## src/rtl/dlatch_monitor_pkg.sv

```systemverilog
// -----------------------------------------------------------------------------
// dlatch_monitor_pkg
// Shared types and constants for the D-latch monitor slice.
//   mon_state_e : monitor FSM states (IDLE, SETTLE, CHECK)
//   STAMP_W     : width of the free-running cycle stamp
//   SNAP_W      : width of the first-failure snapshot {d, en, expected q}
//   SETTLE_W    : width of the settle down-counter (holds 1..15)
// -----------------------------------------------------------------------------
package dlatch_monitor_pkg;

   typedef enum logic [1:0] {
      IDLE   = 2'd0,
      SETTLE = 2'd1,
      CHECK  = 2'd2
   } mon_state_e;

   localparam int STAMP_W  = 16;
   localparam int SNAP_W   = 3;
   localparam int SETTLE_W = 4;

endpackage

```

## src/rtl/dlatch_ref_model.sv

```systemverilog
// -----------------------------------------------------------------------------
// dlatch_ref_model
// Reference model of a level-sensitive D latch as seen from the clock domain.
// Tracks the expected q, whether that expectation is trustworthy, and flags
// input changes that the latch output must be given time to follow.
// Ports:
//   clk, rst_n        : clock, async active-low reset
//   start             : clears exp_valid (power-up q is unknown)
//   d_obs, en_obs     : sampled latch inputs
//   exp_q, exp_valid  : registered expected q and its validity
//   rel_change        : combinational; en toggled, or d moved while transparent
// -----------------------------------------------------------------------------
module dlatch_ref_model (
   input  logic clk,
   input  logic rst_n,
   input  logic start,
   input  logic d_obs,
   input  logic en_obs,
   output logic exp_q,
   output logic exp_valid,
   output logic rel_change
);

   logic d_prev_r;
   logic en_prev_r;
   logic exp_q_r;
   logic exp_valid_r;
   logic rel_change_s;

   // Previous-sample registers and the expected-q / validity state.
   always_ff @(posedge clk or negedge rst_n) begin
      if (!rst_n) begin
         d_prev_r    <= 1'b0;
         en_prev_r   <= 1'b0;
         exp_q_r     <= 1'b0;
         exp_valid_r <= 1'b0;
      end else begin
         d_prev_r  <= d_obs;
         en_prev_r <= en_obs;
         // Transparent: q follows d; opaque: q holds.
         if (en_obs) begin
            exp_q_r <= d_obs;
         end else begin
            exp_q_r <= exp_q_r;
         end
         // A start discards any history; only a later transparent sample
         // makes the expectation trustworthy again.
         if (start) begin
            exp_valid_r <= 1'b0;
         end else if (en_obs) begin
            exp_valid_r <= 1'b1;
         end else begin
            exp_valid_r <= exp_valid_r;
         end
      end
   end

   // Relevant-change detect: d only matters while the latch is transparent.
   always_comb begin
      rel_change_s = 1'b0;
      if (en_obs != en_prev_r) begin
         rel_change_s = 1'b1;
      end else if (en_obs && (d_obs != d_prev_r)) begin
         rel_change_s = 1'b1;
      end else begin
         rel_change_s = 1'b0;
      end
   end

   assign exp_q      = exp_q_r;
   assign exp_valid  = exp_valid_r;
   assign rel_change = rel_change_s;

endmodule

```

## src/rtl/dlatch_monitor.sv

```systemverilog
// -----------------------------------------------------------------------------
// dlatch_monitor
// Clocked checker for a level-sensitive D latch. After every relevant input
// change q_obs is given SETTLE_CYC cycles to settle, then compared against the
// reference model each cycle until the next relevant change.
// Parameters:
//   SETTLE_CYC (1..15) : settle cycles before compares resume
//   CNT_W              : width of the saturating check / error counters
// Ports:
//   clk, rst_n               : clock, async active-low reset
//   start, stop              : one-cycle control pulses (start wins)
//   d_obs, en_obs, q_obs     : observed latch pins
//   active                   : monitor not idle
//   err_sticky               : any mismatch since reset/start
//   chk_cnt, err_cnt         : saturating compare / mismatch counts
//   first_err_stamp/_snap    : first-failure capture, only with
//                              DLATCH_MONITOR_CAPTURE_EN defined
// -----------------------------------------------------------------------------
module dlatch_monitor
   import dlatch_monitor_pkg::*;
#(
   parameter int SETTLE_CYC = 2,
   parameter int CNT_W      = 8
) (
   input  logic             clk,
   input  logic             rst_n,
   input  logic             start,
   input  logic             stop,
   input  logic             d_obs,
   input  logic             en_obs,
   input  logic             q_obs,
   output logic             active,
   output logic             err_sticky,
   output logic [CNT_W-1:0] chk_cnt,
   output logic [CNT_W-1:0] err_cnt
`ifdef DLATCH_MONITOR_CAPTURE_EN
  ,output logic [STAMP_W-1:0] first_err_stamp,
   output logic [SNAP_W-1:0]  first_err_snap
`endif
);

   localparam logic [SETTLE_W-1:0] SETTLE_LOAD = SETTLE_W'(SETTLE_CYC);

   mon_state_e          state_r;
   mon_state_e          state_s;
   logic [SETTLE_W-1:0] cnt_r;
   logic [SETTLE_W-1:0] cnt_s;
   logic                active_r;
   logic                err_sticky_r;
   logic [CNT_W-1:0]    chk_cnt_r;
   logic [CNT_W-1:0]    err_cnt_r;
   logic                exp_q_s;
   logic                exp_valid_s;
   logic                rel_change_s;
   logic                cmp_s;
   logic                mismatch_s;

   // Saturating increment: all-ones is sticky.
   function automatic logic [CNT_W-1:0] sat_inc(input logic [CNT_W-1:0] v);
      if (&v) begin
         return v;
      end else begin
         return v + {{(CNT_W-1){1'b0}}, 1'b1};
      end
   endfunction

   dlatch_ref_model u_ref (
      .clk        (clk),
      .rst_n      (rst_n),
      .start      (start),
      .d_obs      (d_obs),
      .en_obs     (en_obs),
      .exp_q      (exp_q_s),
      .exp_valid  (exp_valid_s),
      .rel_change (rel_change_s)
   );

   // Next-state and settle-counter logic; start beats stop beats everything.
   always_comb begin
      state_s = state_r;
      cnt_s   = cnt_r;
      if (start) begin
         state_s = SETTLE;
         cnt_s   = SETTLE_LOAD;
      end else if (stop) begin
         state_s = IDLE;
         cnt_s   = {SETTLE_W{1'b0}};
      end else begin
         case (state_r)
            IDLE: begin
               state_s = IDLE;
               cnt_s   = cnt_r;
            end
            SETTLE: begin
               if (rel_change_s) begin
                  state_s = SETTLE;
                  cnt_s   = SETTLE_LOAD;
               end else if (cnt_r <= {{(SETTLE_W-1){1'b0}}, 1'b1}) begin
                  // Counter reaches zero on this edge: next cycle compares.
                  state_s = CHECK;
                  cnt_s   = {SETTLE_W{1'b0}};
               end else begin
                  state_s = SETTLE;
                  cnt_s   = cnt_r - {{(SETTLE_W-1){1'b0}}, 1'b1};
               end
            end
            CHECK: begin
               if (rel_change_s) begin
                  state_s = SETTLE;
                  cnt_s   = SETTLE_LOAD;
               end else begin
                  state_s = CHECK;
                  cnt_s   = cnt_r;
               end
            end
            default: begin
               state_s = IDLE;
               cnt_s   = {SETTLE_W{1'b0}};
            end
         endcase
      end
   end

   // Compare qualifier: a relevant change or a control pulse on this cycle
   // suppresses the compare.
   always_comb begin
      cmp_s      = 1'b0;
      mismatch_s = 1'b0;
      if ((state_r == CHECK) && exp_valid_s && !rel_change_s && !start && !stop) begin
         cmp_s      = 1'b1;
         mismatch_s = (q_obs != exp_q_s);
      end else begin
         cmp_s      = 1'b0;
         mismatch_s = 1'b0;
      end
   end

   // FSM state, settle counter and active flag.
   always_ff @(posedge clk or negedge rst_n) begin
      if (!rst_n) begin
         state_r  <= IDLE;
         cnt_r    <= {SETTLE_W{1'b0}};
         active_r <= 1'b0;
      end else begin
         state_r  <= state_s;
         cnt_r    <= cnt_s;
         active_r <= (state_s != IDLE);
      end
   end

   // Result counters and sticky error; held across stop, cleared by start.
   always_ff @(posedge clk or negedge rst_n) begin
      if (!rst_n) begin
         chk_cnt_r    <= {CNT_W{1'b0}};
         err_cnt_r    <= {CNT_W{1'b0}};
         err_sticky_r <= 1'b0;
      end else if (start) begin
         chk_cnt_r    <= {CNT_W{1'b0}};
         err_cnt_r    <= {CNT_W{1'b0}};
         err_sticky_r <= 1'b0;
      end else if (cmp_s) begin
         chk_cnt_r <= sat_inc(chk_cnt_r);
         if (mismatch_s) begin
            err_cnt_r    <= sat_inc(err_cnt_r);
            err_sticky_r <= 1'b1;
         end else begin
            err_cnt_r    <= err_cnt_r;
            err_sticky_r <= err_sticky_r;
         end
      end else begin
         chk_cnt_r    <= chk_cnt_r;
         err_cnt_r    <= err_cnt_r;
         err_sticky_r <= err_sticky_r;
      end
   end

   assign active     = active_r;
   assign err_sticky = err_sticky_r;
   assign chk_cnt    = chk_cnt_r;
   assign err_cnt    = err_cnt_r;

`ifdef DLATCH_MONITOR_CAPTURE_EN
   logic [STAMP_W-1:0] stamp_r;
   logic [STAMP_W-1:0] first_err_stamp_r;
   logic [SNAP_W-1:0]  first_err_snap_r;
   logic               captured_r;

   // Free-running stamp and one-shot first-failure capture.
   always_ff @(posedge clk or negedge rst_n) begin
      if (!rst_n) begin
         stamp_r           <= {STAMP_W{1'b0}};
         first_err_stamp_r <= {STAMP_W{1'b0}};
         first_err_snap_r  <= {SNAP_W{1'b0}};
         captured_r        <= 1'b0;
      end else if (start) begin
         stamp_r           <= {STAMP_W{1'b0}};
         first_err_stamp_r <= {STAMP_W{1'b0}};
         first_err_snap_r  <= {SNAP_W{1'b0}};
         captured_r        <= 1'b0;
      end else begin
         stamp_r <= stamp_r + {{(STAMP_W-1){1'b0}}, 1'b1};
         if (mismatch_s && !captured_r) begin
            first_err_stamp_r <= stamp_r;
            first_err_snap_r  <= {d_obs, en_obs, exp_q_s};
            captured_r        <= 1'b1;
         end else begin
            first_err_stamp_r <= first_err_stamp_r;
            first_err_snap_r  <= first_err_snap_r;
            captured_r        <= captured_r;
         end
      end
   end

   assign first_err_stamp = first_err_stamp_r;
   assign first_err_snap  = first_err_snap_r;
`endif

endmodule

```

## config.mk

```make
export PLATFORM = sky130hd
export DESIGN_NAME = dlatch_monitor
export DESIGN_NICKNAME = d
export VERILOG_FILES = /design/src/rtl/dlatch_monitor_pkg.sv /design/src/rtl/dlatch_ref_model.sv /design/src/rtl/dlatch_monitor.sv
export SDC_FILE = /design/constraint.sdc
export NUM_CORES = 1
export LEC_CHECK = 0
export ABC_CLOCK_PERIOD_IN_PS = 1910
export CAP_MARGIN = 25
export CORE_MARGIN = 1.5
export CORE_UTILIZATION = 53
export DETAILED_ROUTE_END_ITERATION = 16
export PLACE_DENSITY = 0.88
export SLEW_MARGIN = 20
export SYNTH_ARGS = -nofsm -noshare
export SYNTH_HDL_FRONTEND = slang
export SYNTH_SLANG_ARGS = --single-unit
export TNS_END_PERCENT = 5
```

## constraint.sdc

```tcl
create_clock -name clk -period 1.91 [get_ports clk]
set_input_delay 0.382 -clock clk [delete_from_list [all_inputs] [get_ports clk]]
set_output_delay 0.382 -clock clk [all_outputs]
set_load 0.1 [all_outputs]
```

==> out/metrics.yaml <==
setup_path:
  crit_cells: 7
  worstPathRequired_ns: 2.13
  cpMostUsedCell: "xnor2_1"
  crit_path_end_kind: "flop"
  critPathSlowestCell: "clkdlybuf4s50_1"
  crit_arrival_ns: 2.06
  path_class: "in2reg"
  slowest_delay_ns: 0.44
  rr_worst_depth: 7
  critPathTopFamily: "buffers and inverters"
  cp_cell_sequence: "clkdlybuf4s50_1, xnor2_1, a21oi_4, buf_12, nor4_4, xnor2_1, nor2_1"
  worstSetupStartpointType: "input port"
  cp_max_fo: 10
  timing.critical_path.buf_inv: 2
sta:
  max-slew-margin-rel_pct: 70.5
  hold_viol: 0
  layout_min_cycle_time_ns: 1.84
  timing.fmax_mhz: 543
  setup_viol: 0
  worst_pin_slew_ns: 0.441
  clock-skew-final_ns: 0.0191
  fin_crit_sh_pct: 96.4
  slew_violations: 0
  setup_tns_ns: 0
drt:
  drtPass1Iterations: 4
  wl_per_cell_um: 17.2
  vias_per_cell: 5.88
  vias: 1316
  ant_nets: 0
  drcViolationCount: 0
  drtIter0Drc: 69
  routed_wl_um: 3860
grt:
  overflow: 0
  grt_pass1_wl_um: 6430
  grt_pass1_vias: 1382
  grt_max_degree: 29
  antenna_found_initial: 0
  grtUsageTotal_pct: 24.7
synthesis:
  yosys.area_share.adder_pct: 5.35
  synthXorXnorAreaFrac_pct: 8.10
  ys_ff_latch: 28
  async_flop_share_pct: 100
  yosys_most_used_dff: "dfrtp_1"
  yosysTopAreaCell: "dfrtp_1"
  synthSimpleGateAreaFrac_pct: 29.4
  synth_compound_area_share_pct: 9.17
  synth_edf_count: 0
  synth_top_family_by_area: "simple AND/OR/NAND/NOR gates"
  synthesis.area_mm2: 0.00164
  synth_top_area_share_pct: 42.8
  synth.distinct_cells: 42
  ys_seq_area_share_pct: 42.8
  ys_warn_count: 0
  synthCells: 155
  syn_nets: 169
  synth.area.mux_share_pct: 1.91
  synth_area_per_cell_um2: 10.6
  synth_top_cells_by_area: "dfrtp_1, xnor2_1, nor2_1"
outcome:
  status: "finished clean"
place:
  hpwl_um: 2750
  port_buffers: 24
  placed_area_mm2: 0.00212
  routabilityCongestion: 0.843
  dp_cells: 216
cts:
  cts_made_buffers: 3
  cts_hold_buf: 0
  clockBufferDepth: 2
  cts-root-buf: "clkbuf_4"
  tritoncts: "done"
  clk_latency_ns: 0.34
  clkSinkCount: 28
  htreeDepth: 1
  path_clk_slew_ns: 0.17
die:
  ios: 25
  die-area_mm2: 0.00343
  die_w_um: 58.6
  start_util_pct: 57.4
  rows: 19
  chipHeight_um: 58.6
  core-area_mm2: 0.00285
worst_hold_path:
  min_path_type: "in2async"
cells_and_area:
  fin_area_mm2: 0.00224
  final_cells: 224
  layout_common_cells: "nor2_1, dfrtp_1, buf_12, buf_4, xnor2_1"
  num-nets-final: 208
  syn_to_final_growth_pct: 37.0
  layout_commonest_cell: "nor2_1"
  insertedDiodeCount: 0
  layout-drive-gt1-share_pct: 34.7
power:
  ir_drop_v: 0.000567
  p_leak_nw: 0.918
  p_per_area_mw_per_mm2: 530
run:
  max-cap-violations: 0
==> synthesized netlist by cell type, types with 2 or more instances <==
master,number
nor3_2,4
nand3_1,5
a21oi_1,4
nand4_1,3
or3_1,2
o21ai_0,3
xnor2_1,12
dfrtp_1,28
o31ai_1,3
buf_6,2
mux2i_1,2
inv_1,6
a22oi_1,2
nor3_1,3
nand2_1,10
nor3b_1,3
nand2b_1,2
and3_1,4
nor2_1,26
nor4_4,2
nor4b_2,2
ha_1,7
==> logic make-up after synthesis <==
| group | after synthesis |
|---|---|
| xor+xnor | 13 |
| simple gates | 75 |
| compound gates | 19 |
| mux | 3 |
| buf+inv | 10 |
| fa+ha+maj | 7 |
| flops | 28 |
==> per-layer routing <==
layer / wire (um) / vias up / share of wire [%] / global-route usage (%)
met3: 174 / 4 / 4.5 / 3.52
li1: - / 620 / - / -
met5: 0 / - / 0 / 0
met1: 1470 / 651 / 38 / 31.1
met4: 47 / 0 / 1.2 / 11.4
met2: 2170 / 41 / 56 / 42.2
==> final timing paths <==
path | start | endpoint | slack, ns
min in group clk | cnt_r[0] | cnt_r[0] | 0.55
hold reg to reg | cnt_r[0] | cnt_r[0] | 0.55
hold / removal | rst_n | cnt_r[2] | 0.39
max in group asynchronous | rst_n | err_cnt[5] | 1.22
setup / recovery | d_obs | err_cnt[7] | 0.07
setup reg to reg | state_r[0] | err_cnt[3] | 0.10
==> registers in the layout, summed over array words and instances, names as in the netlist <==
signal           flops
active               1
chk_cnt              8
cnt_r                4
err_cnt              8
err_sticky           1
state_r              2
u_ref.d_prev_r       1
u_ref.en_prev_r      1
u_ref.exp_q          1
u_ref.exp_valid      1
==> power breakdown <==
part	internal, W	total, W	switching, W
Combinational	0.0000734	0.000177	0.000104
Clock	0.000212	0.000396	0.000184
Sequential	0.000604	0.000615	0.0000101
Total	0.000890	0.00119	0.000297
==> cell type report <==
class	instances	area, um2
Timing Repair Buffer	38	513
Tap cell	31	38.8
Clock buffer	3	22.5
Sequential cell	28	711
Multi-Input combinational cell	117	905
Fill cell	167	611
Clock inverter	1	30.0
Inverter	6	22.5
==> stage by stage <==
stage | power [W] | hold slack, ns | setup slack, ns | util [%]
6_report | 0.00119 | 0.389 | 0.0684 | 78.6
5_1_grt | 0.00123 | 0.421 | -0.0109 | 78.6
4_1_cts | 0.00117 | 0.400 | 0.0446 | 76.3
3_5_place_dp | 0.000783 | 0.511 | -0.284 | 74.5
3_3_place_gp | 0.000774 | 0.493 | -0.201 | 74.5
2_1_floorplan | 0.000719 | 0.0864 | -0.0759 | -
==> timing repair <==
item | in CTS | in global routing
setup endpoints to repair | 0 | 11
buffers inserted | 0 | 4
gates resized for setup | 0 | 5
Note: power is estimated with default switching activity, not from simulation.
